File: config.mk
export PLATFORM = sky130hd
export DESIGN_NAME = wb_snoop_arbiter
export DESIGN_NICKNAME = d
export VERILOG_FILES = /design/src/rtl/wb_snoop_arbiter_pkg.sv /design/src/rtl/wb_snoop_arbiter_rr.sv /design/src/rtl/wb_snoop_arbiter.sv
export SDC_FILE = /design/constraint.sdc
export NUM_CORES = 1
export LEC_CHECK = 0
export ABC_CLOCK_PERIOD_IN_PS = 4500
export BUFFER_PORTS_ARGS = -buffer_cell sky130_fd_sc_hd__buf_2
export CORE_AREA = 2 2 321 323
export DETAILED_ROUTE_END_ITERATION = 10
export DIE_AREA = 0 0 323 325
export GPL_TIMING_DRIVEN = 0
export PLACE_DENSITY_LB_ADDON = 0.08
export SLEW_MARGIN = 20
export SYNTH_ARGS = -nofsm -noshare
export SYNTH_HDL_FRONTEND = slang
export SYNTH_SLANG_ARGS = --single-unit
File: constraint.sdc
create_clock -name wb_clk_i -period 4.5 [get_ports wb_clk_i]
set_input_delay 0.45 -clock wb_clk_i [delete_from_list [all_inputs] [get_ports wb_clk_i]]
set_output_delay 0.45 -clock wb_clk_i [all_outputs]
set_load 0.01 [all_outputs]
File: src/rtl/wb_snoop_arbiter_pkg.sv
// Shared encodings for the snooping Wishbone arbiter: controller states,
// snoop bus command codes and per-core snoop response codes.
package wb_snoop_pkg;

   typedef enum logic [3:0] {
      ST_IDLE        = 4'b0001,
      ST_SNOOP_WRITE = 4'b0010,
      ST_SNOOP_READ  = 4'b0100,
      ST_MEM_ACCESS  = 4'b1000
   } state_t;

   typedef enum logic [1:0] {
      SNOOP_IDLE     = 2'b00,
      SNOOP_READ     = 2'b01,
      SNOOP_WRITE    = 2'b10,
      SNOOP_NOT_USED = 2'b11
   } snoop_type_t;

   localparam logic [1:0] RESP_POSITIVE  = 2'b11;
   localparam logic [1:0] RESP_NEGATIVE  = 2'b00;
   localparam logic [1:0] RESP_UNDEFINED = 2'b10;

endpackage

File: src/rtl/wb_snoop_arbiter_rr.sv
// Round-robin grant: first requester found scanning upward from i_ptr,
// wrapping at num_cores.
module wb_rr_arbiter #(
   parameter int num_cores = 4,
   parameter int sw        = (num_cores > 1) ? $clog2(num_cores) : 1
) (
   input  logic [num_cores-1:0] i_req,
   input  logic [sw-1:0]        i_ptr,
   output logic [sw-1:0]        o_grant,
   output logic                 o_valid
);

   function automatic logic [sw-1:0] idx_of(input logic [sw-1:0] ptr, input int off);
      int s;
      s = int'(ptr) + off;
      if (s >= num_cores) s = s - num_cores;
      return sw'(s);
   endfunction

   // Scan from the far end so the closest requester to the pointer wins last.
   always_comb begin
      o_valid = 1'b0;
      o_grant = '0;
      for (int off = num_cores - 1; off >= 0; off--) begin
         if (i_req[idx_of(i_ptr, off)]) begin
            o_valid = 1'b1;
            o_grant = idx_of(i_ptr, off);
         end
      end
   end

endmodule

File: src/rtl/wb_snoop_arbiter.sv
// N-master to 1-slave Wishbone arbiter; reads poll the other cores' caches
// first, writes broadcast an invalidate before going to memory.
module wb_snoop_arbiter
   import wb_snoop_pkg::*;
#(
   parameter int num_cores = 4,
   parameter int aw        = 32,
   parameter int dw        = 32
) (
   input  logic                    wb_clk_i,
   input  logic                    wb_rst_i,
   input  logic [num_cores*aw-1:0] wbm_adr_i,
   input  logic [num_cores*dw-1:0] wbm_dat_i,
   input  logic [num_cores*4-1:0]  wbm_sel_i,
   input  logic [num_cores-1:0]    wbm_we_i,
   input  logic [num_cores-1:0]    wbm_cyc_i,
   input  logic [num_cores-1:0]    wbm_stb_i,
   input  logic [num_cores*3-1:0]  wbm_cti_i,
   input  logic [num_cores*2-1:0]  wbm_bte_i,
   output logic [num_cores*dw-1:0] wbm_dat_o,
   output logic [num_cores-1:0]    wbm_ack_o,
   output logic [num_cores-1:0]    wbm_err_o,
   output logic [num_cores-1:0]    wbm_rty_o,
   output logic [aw-1:0]           wbs_adr_o,
   output logic [dw-1:0]           wbs_dat_o,
   output logic [3:0]              wbs_sel_o,
   output logic                    wbs_we_o,
   output logic                    wbs_cyc_o,
   output logic                    wbs_stb_o,
   output logic [2:0]              wbs_cti_o,
   output logic [1:0]              wbs_bte_o,
   input  logic [dw-1:0]           wbs_dat_i,
   input  logic                    wbs_ack_i,
   input  logic                    wbs_err_i,
   input  logic                    wbs_rty_i,
   output logic [num_cores*aw-1:0] snoop_adr_o,
   output logic [1:0]              snoop_type_o,
   input  logic [num_cores*2-1:0]  snoop_response_i,
   input  logic [num_cores*dw-1:0] snooped_dat_i
);

   localparam int sw = (num_cores > 1) ? $clog2(num_cores) : 1;

   state_t                 r_state, w_next;
   logic [sw-1:0]          r_master_sel, r_rr_ptr, w_grant;
   logic                   w_grant_vld, w_req_cyc;
   logic                   w_hit, w_pending, w_ack, w_err, w_rty;
   logic [dw-1:0]          w_snoop_dat, w_rdat;
   logic [num_cores-1:0]   w_sel_onehot;

   wb_rr_arbiter #(.num_cores(num_cores), .sw(sw)) u_rr (
      .i_req   (wbm_cyc_i),
      .i_ptr   (r_rr_ptr),
      .o_grant (w_grant),
      .o_valid (w_grant_vld)
   );

   assign w_req_cyc    = wbm_cyc_i[r_master_sel];
   assign w_sel_onehot = num_cores'(1) << r_master_sel;

   assign wbs_adr_o   = wbm_adr_i[int'(r_master_sel)*aw +: aw];
   assign wbs_dat_o   = wbm_dat_i[int'(r_master_sel)*dw +: dw];
   assign wbs_sel_o   = wbm_sel_i[int'(r_master_sel)*4 +: 4];
   assign wbs_we_o    = wbm_we_i[r_master_sel];
   assign wbs_cti_o   = wbm_cti_i[int'(r_master_sel)*3 +: 3];
   assign wbs_bte_o   = wbm_bte_i[int'(r_master_sel)*2 +: 2];
   assign snoop_adr_o = {num_cores{wbs_adr_o}};

   // Requester's own field is skipped; anything other than a clean hit/miss
   // (including X) holds the poll open.
   always_comb begin
      w_hit       = 1'b0;
      w_pending   = 1'b0;
      w_snoop_dat = '0;
      for (int k = num_cores - 1; k >= 0; k--) begin
         if (sw'(k) != r_master_sel) begin
            case (snoop_response_i[2*k +: 2])
               RESP_POSITIVE: begin
                  w_hit       = 1'b1;
                  w_snoop_dat = snooped_dat_i[k*dw +: dw];
               end
               RESP_NEGATIVE: ;
               RESP_UNDEFINED: w_pending = 1'b1;
               default:        w_pending = 1'b1;
            endcase
         end
      end
   end

   always_comb begin
      w_next       = r_state;
      snoop_type_o = SNOOP_IDLE;
      wbs_cyc_o    = 1'b0;
      wbs_stb_o    = 1'b0;
      w_ack        = 1'b0;
      w_err        = 1'b0;
      w_rty        = 1'b0;
      w_rdat       = wbs_dat_i;
      case (r_state)
         ST_IDLE: begin
            if (w_grant_vld)
               w_next = wbm_we_i[w_grant] ? ST_SNOOP_WRITE : ST_SNOOP_READ;
         end
         ST_SNOOP_WRITE: begin
            snoop_type_o = SNOOP_WRITE;
            w_next       = w_req_cyc ? ST_MEM_ACCESS : ST_IDLE;
         end
         ST_SNOOP_READ: begin
            snoop_type_o = SNOOP_READ;
            if (w_hit && !w_pending) begin
               w_rdat = w_snoop_dat;
               w_ack  = w_req_cyc;
            end
            if (!w_req_cyc)
               w_next = ST_IDLE;
            else if (!w_hit && !w_pending)
               w_next = ST_MEM_ACCESS;
         end
         ST_MEM_ACCESS: begin
            wbs_cyc_o = w_req_cyc;
            wbs_stb_o = wbm_stb_i[r_master_sel];
            w_ack     = wbs_ack_i;
            w_err     = wbs_err_i;
            w_rty     = wbs_rty_i;
            if (!w_req_cyc) w_next = ST_IDLE;
         end
         default: w_next = ST_IDLE;
      endcase
   end

   assign wbm_dat_o = {num_cores{w_rdat}};
   assign wbm_ack_o = {num_cores{w_ack}} & w_sel_onehot;
   assign wbm_err_o = {num_cores{w_err}} & w_sel_onehot;
   assign wbm_rty_o = {num_cores{w_rty}} & w_sel_onehot;

   always_ff @(posedge wb_clk_i) begin
      if (wb_rst_i) begin
         r_state      <= ST_IDLE;
         r_master_sel <= '0;
         r_rr_ptr     <= '0;
      end else begin
         r_state <= w_next;
         if (r_state == ST_IDLE && w_grant_vld) begin
            r_master_sel <= w_grant;
            r_rr_ptr     <= (w_grant == sw'(num_cores - 1)) ? '0 : w_grant + 1'b1;
         end
      end
   end

endmodule

==> flow_summary.yaml <==
yosys:
  synth_compound_area_frac: 0.162
  async_reset_ff_frac: 0
  synth_edf_count: 0
  ys.flop_type: "dfxtp_1"
  synthAdderAreaFrac: 0.00837
  synth_nets: 1151
  ys_types: 48
  synth-seq-area-share: 0.0268
  ys_seq_elements: 8
  yosys-mux-area-fraction: 0.362
  synth_top_family_by_area: "multiplexers"
  synth_area_per_cell_sq_um: 8.93
  synth-xor-area-share: 0.00146
  synth_cells: 670
  ys_warn_count: 0
  synth_simple_gate_area_frac: 0.104
  syn_area_sq_mm: 0.00598
critical_path:
  cp_max_fo: 10
  worstPathRequired_ns: 4.05
  crit_type: "reg -> out"
  endpoint_kind: "output pin"
  crit_arrival_ns: 3.52
  worstSetupStartpointType: "flip-flop"
floorplan:
  rows: 117
  dieHeight_um: 325
  die_area_sq_mm: 0.105
  coreArea_sq_mm: 0.101
  initial_core_util: 0.0590
  die_w_um: 323
  io-pin-count: 823
global_route:
  grt_pass1_wl_um: 73200
  grt_pass1_vias: 8552
  antenna_found_initial: 40
  track_usage: 0.100
  overflow: 0
  grt_max_degree: 11
sta:
  fin_crit_sh: 0.882
  worstMarginPinSlew_ns: 1.16
  fmax_ghz: 0.252
  relSlewSlack: 0.226
  period_needed_ns: 3.97
  clock_skew_ns: 0.00421
  finalSetupViolCount: 0
  drv_slew: 0
  hold_viol: 0
  rsz0062_at_grt: "false"
placement:
  dp_hpwl_um: 52500
  placedInstanceArea_sq_mm: 0.0118
  dp.cells: 2862
  gp_congestion: 0.817
  numPortBuffers: 822
power:
  p_leak_nw: 5.93
  p_total_mw: 4.51
  peakVddDrop_uv: 106
  power_density_mw_per_mm2: 378
cts:
  cts_buffers: 3
  clk_path_buf_depth: 2
  clk_pin_slew_ns: 0.04
  cts_root_buf: "clkbuf_16"
  cts_tree: "built"
  cts.repair.resized: 0
  cts_hold_buf: 0
  postCtsSetupRepairBufs: 0
  htreeDepth: 1
  cts_sinks: 8
  insertion_delay_ns: 0.23
routing:
  wirelength_um: 57100
  post_drt_wl_per_cell_um: 19.8
  antenna_left: 0
  first_iter_violations: 291
  remaining_drc_errors: 0
  firstDrtPassIters: 5
  vias_per_cell: 2.99
  vias: 8617
hold_path:
  hold_path.class: "in -> reg"
final_layout:
  final_area_sq_mm: 0.0119
  syn2layout_area_growth_pct: 99.6
  n_fill_cell: 11900
  drive_gt1_frac: 0.790
  finalNonFillerCells: 2881
  fin_nets: 1980
outcome:
  status: "finished, final reports clean"
flow_run:
  maxCapViolations: 0
[final cells by class]
class                           count  area [sq um]  share of cell area
Buffer                            278          1940               0.162
Sequential cell                     8           160              0.0134
Tap cell                         1368          1710               0.143
Antenna cell                       16          40.0             0.00335
Inverter                           18          67.6             0.00566
Multi-Input combinational cell    366          3820               0.320
Timing Repair Buffer              824          4120               0.345
Clock buffer                        3          75.1             0.00629
[where the power goes]
part | internal (mW) | total, mW | switching (mW) | leakage [nW]
logic | 2.03 | 4.23 | 2.20 | 5.83
clock network | 0.115 | 0.149 | 0.0349 | 0.0371
registers | 0.0988 | 0.129 | 0.0298 | 0.0660
total | 2.25 | 4.51 | 2.26 | 5.93
[cell usage after synthesis (2+ instances only)]
library cell	count	area (sq um)
a22oi_1	32	240
or3_1	14	87.6
nor2_1	16	60.1
dfxtp_1	8	160
clkbuf_1	24	90.1
mux4_2	76	1710
mux2_2	3	33.8
a21oi_1	2	10.0
buf_6	3	33.8
ha_1	4	50.1
nor4_1	4	25.0
mux2_4	16	240
nand2b_1	5	31.3
and3_1	2	12.5
and2_1	6	37.5
mux2i_1	17	170
nand2_1	38	143
o221ai_1	30	263
buf_4	225	1690
nand3_1	16	80.1
inv_1	18	67.6
a2bb2oi_1	18	158
buf_1	4	15.0
a211oi_1	2	15.0
nor4b_1	4	35.0
buf_2	22	110
nor2b_1	3	18.8
o21ai_0	38	190
[metal layers]
metal  routed length [um]  vias up  share of wire  track usage
li1                     -     3986              -            -
met1                21000     4120           0.37        0.108
met2                31400      409           0.55        0.199
met3                 4100       72          0.072       0.0258
met4                  400       30         0.0070      0.00930
met5                  186        -         0.0033            0
[critical path: stages (launching register included)]
cell and delay (ns):
dfxtp_1 0.31, buf_6 0.17, clkbuf_1 0.72, clkbuf_1 0.92, o221ai_1 0.38, o221ai_1 0.29
mux2i_1 0.17, buf_4 0.16, buf_2 0.13
[flip-flops by register name, indices dropped and copies added (netlist names)]
name          count
r_master_sel      2
r_state           4
r_rr_ptr          2
[cells in the final DEF, fill, tap and decap left out, types with 5 or more instances in the layout]
cell type / netlist / routed
dfxtp_1: 8 / 8
nor2_1: 16 / 16
mux4_2: 76 / 76
diode_2: 0 / 16
clkbuf_1: 24 / 23
buf_4: 225 / 225
a2bb2oi_1: 18 / 18
mux2_4: 16 / 16
a22oi_1: 32 / 32
nand2b_1: 5 / 5
o221ai_1: 30 / 30
buf_2: 22 / 846
nand3_1: 16 / 16
and2_1: 6 / 6
mux2i_1: 17 / 17
o21ai_0: 38 / 38
nand2_1: 38 / 38
inv_1: 18 / 18
or3_1: 14 / 14
[path summary, 6_finish.rpt]
check / slack [ns] / start / to / cells after the start
worst min register to register: 0.56 / r_rr_ptr[1] / r_rr_ptr[1] / 2
worst max-delay path: 0.53 / r_master_sel[1] / wbm_dat_o[60] / 8
worst max register to register: 1.90 / r_master_sel[1] / r_state[2] / 6
worst min-delay path: 0.53 / wb_rst_i / r_master_sel[1] / 2
[kinds of logic after synthesis]
logic type	after synthesis
buffers and inverters	296
AOI/OAI and AO/OA	132
and+or+nand+nor	116
muxes	113
DFF	8
adders and majority gates	4
xor gates and xnor gates	1
[through the flow]
stage	hold WS (ns)	utilization	setup TNS [ns]	setup WS [ns]
2_1_floorplan	0.493	-	0	1.68
4_1_cts	0.519	0.117	0	0.115
5_1_grt	0.530	0.118	0	0.110
3_5_place_dp	0.550	0.117	0	0.372
3_3_place_gp	0.527	0.117	-0.0769	-0.0204
6_report	0.527	0.118	0	0.533
(Power assumes the default switching activity.)
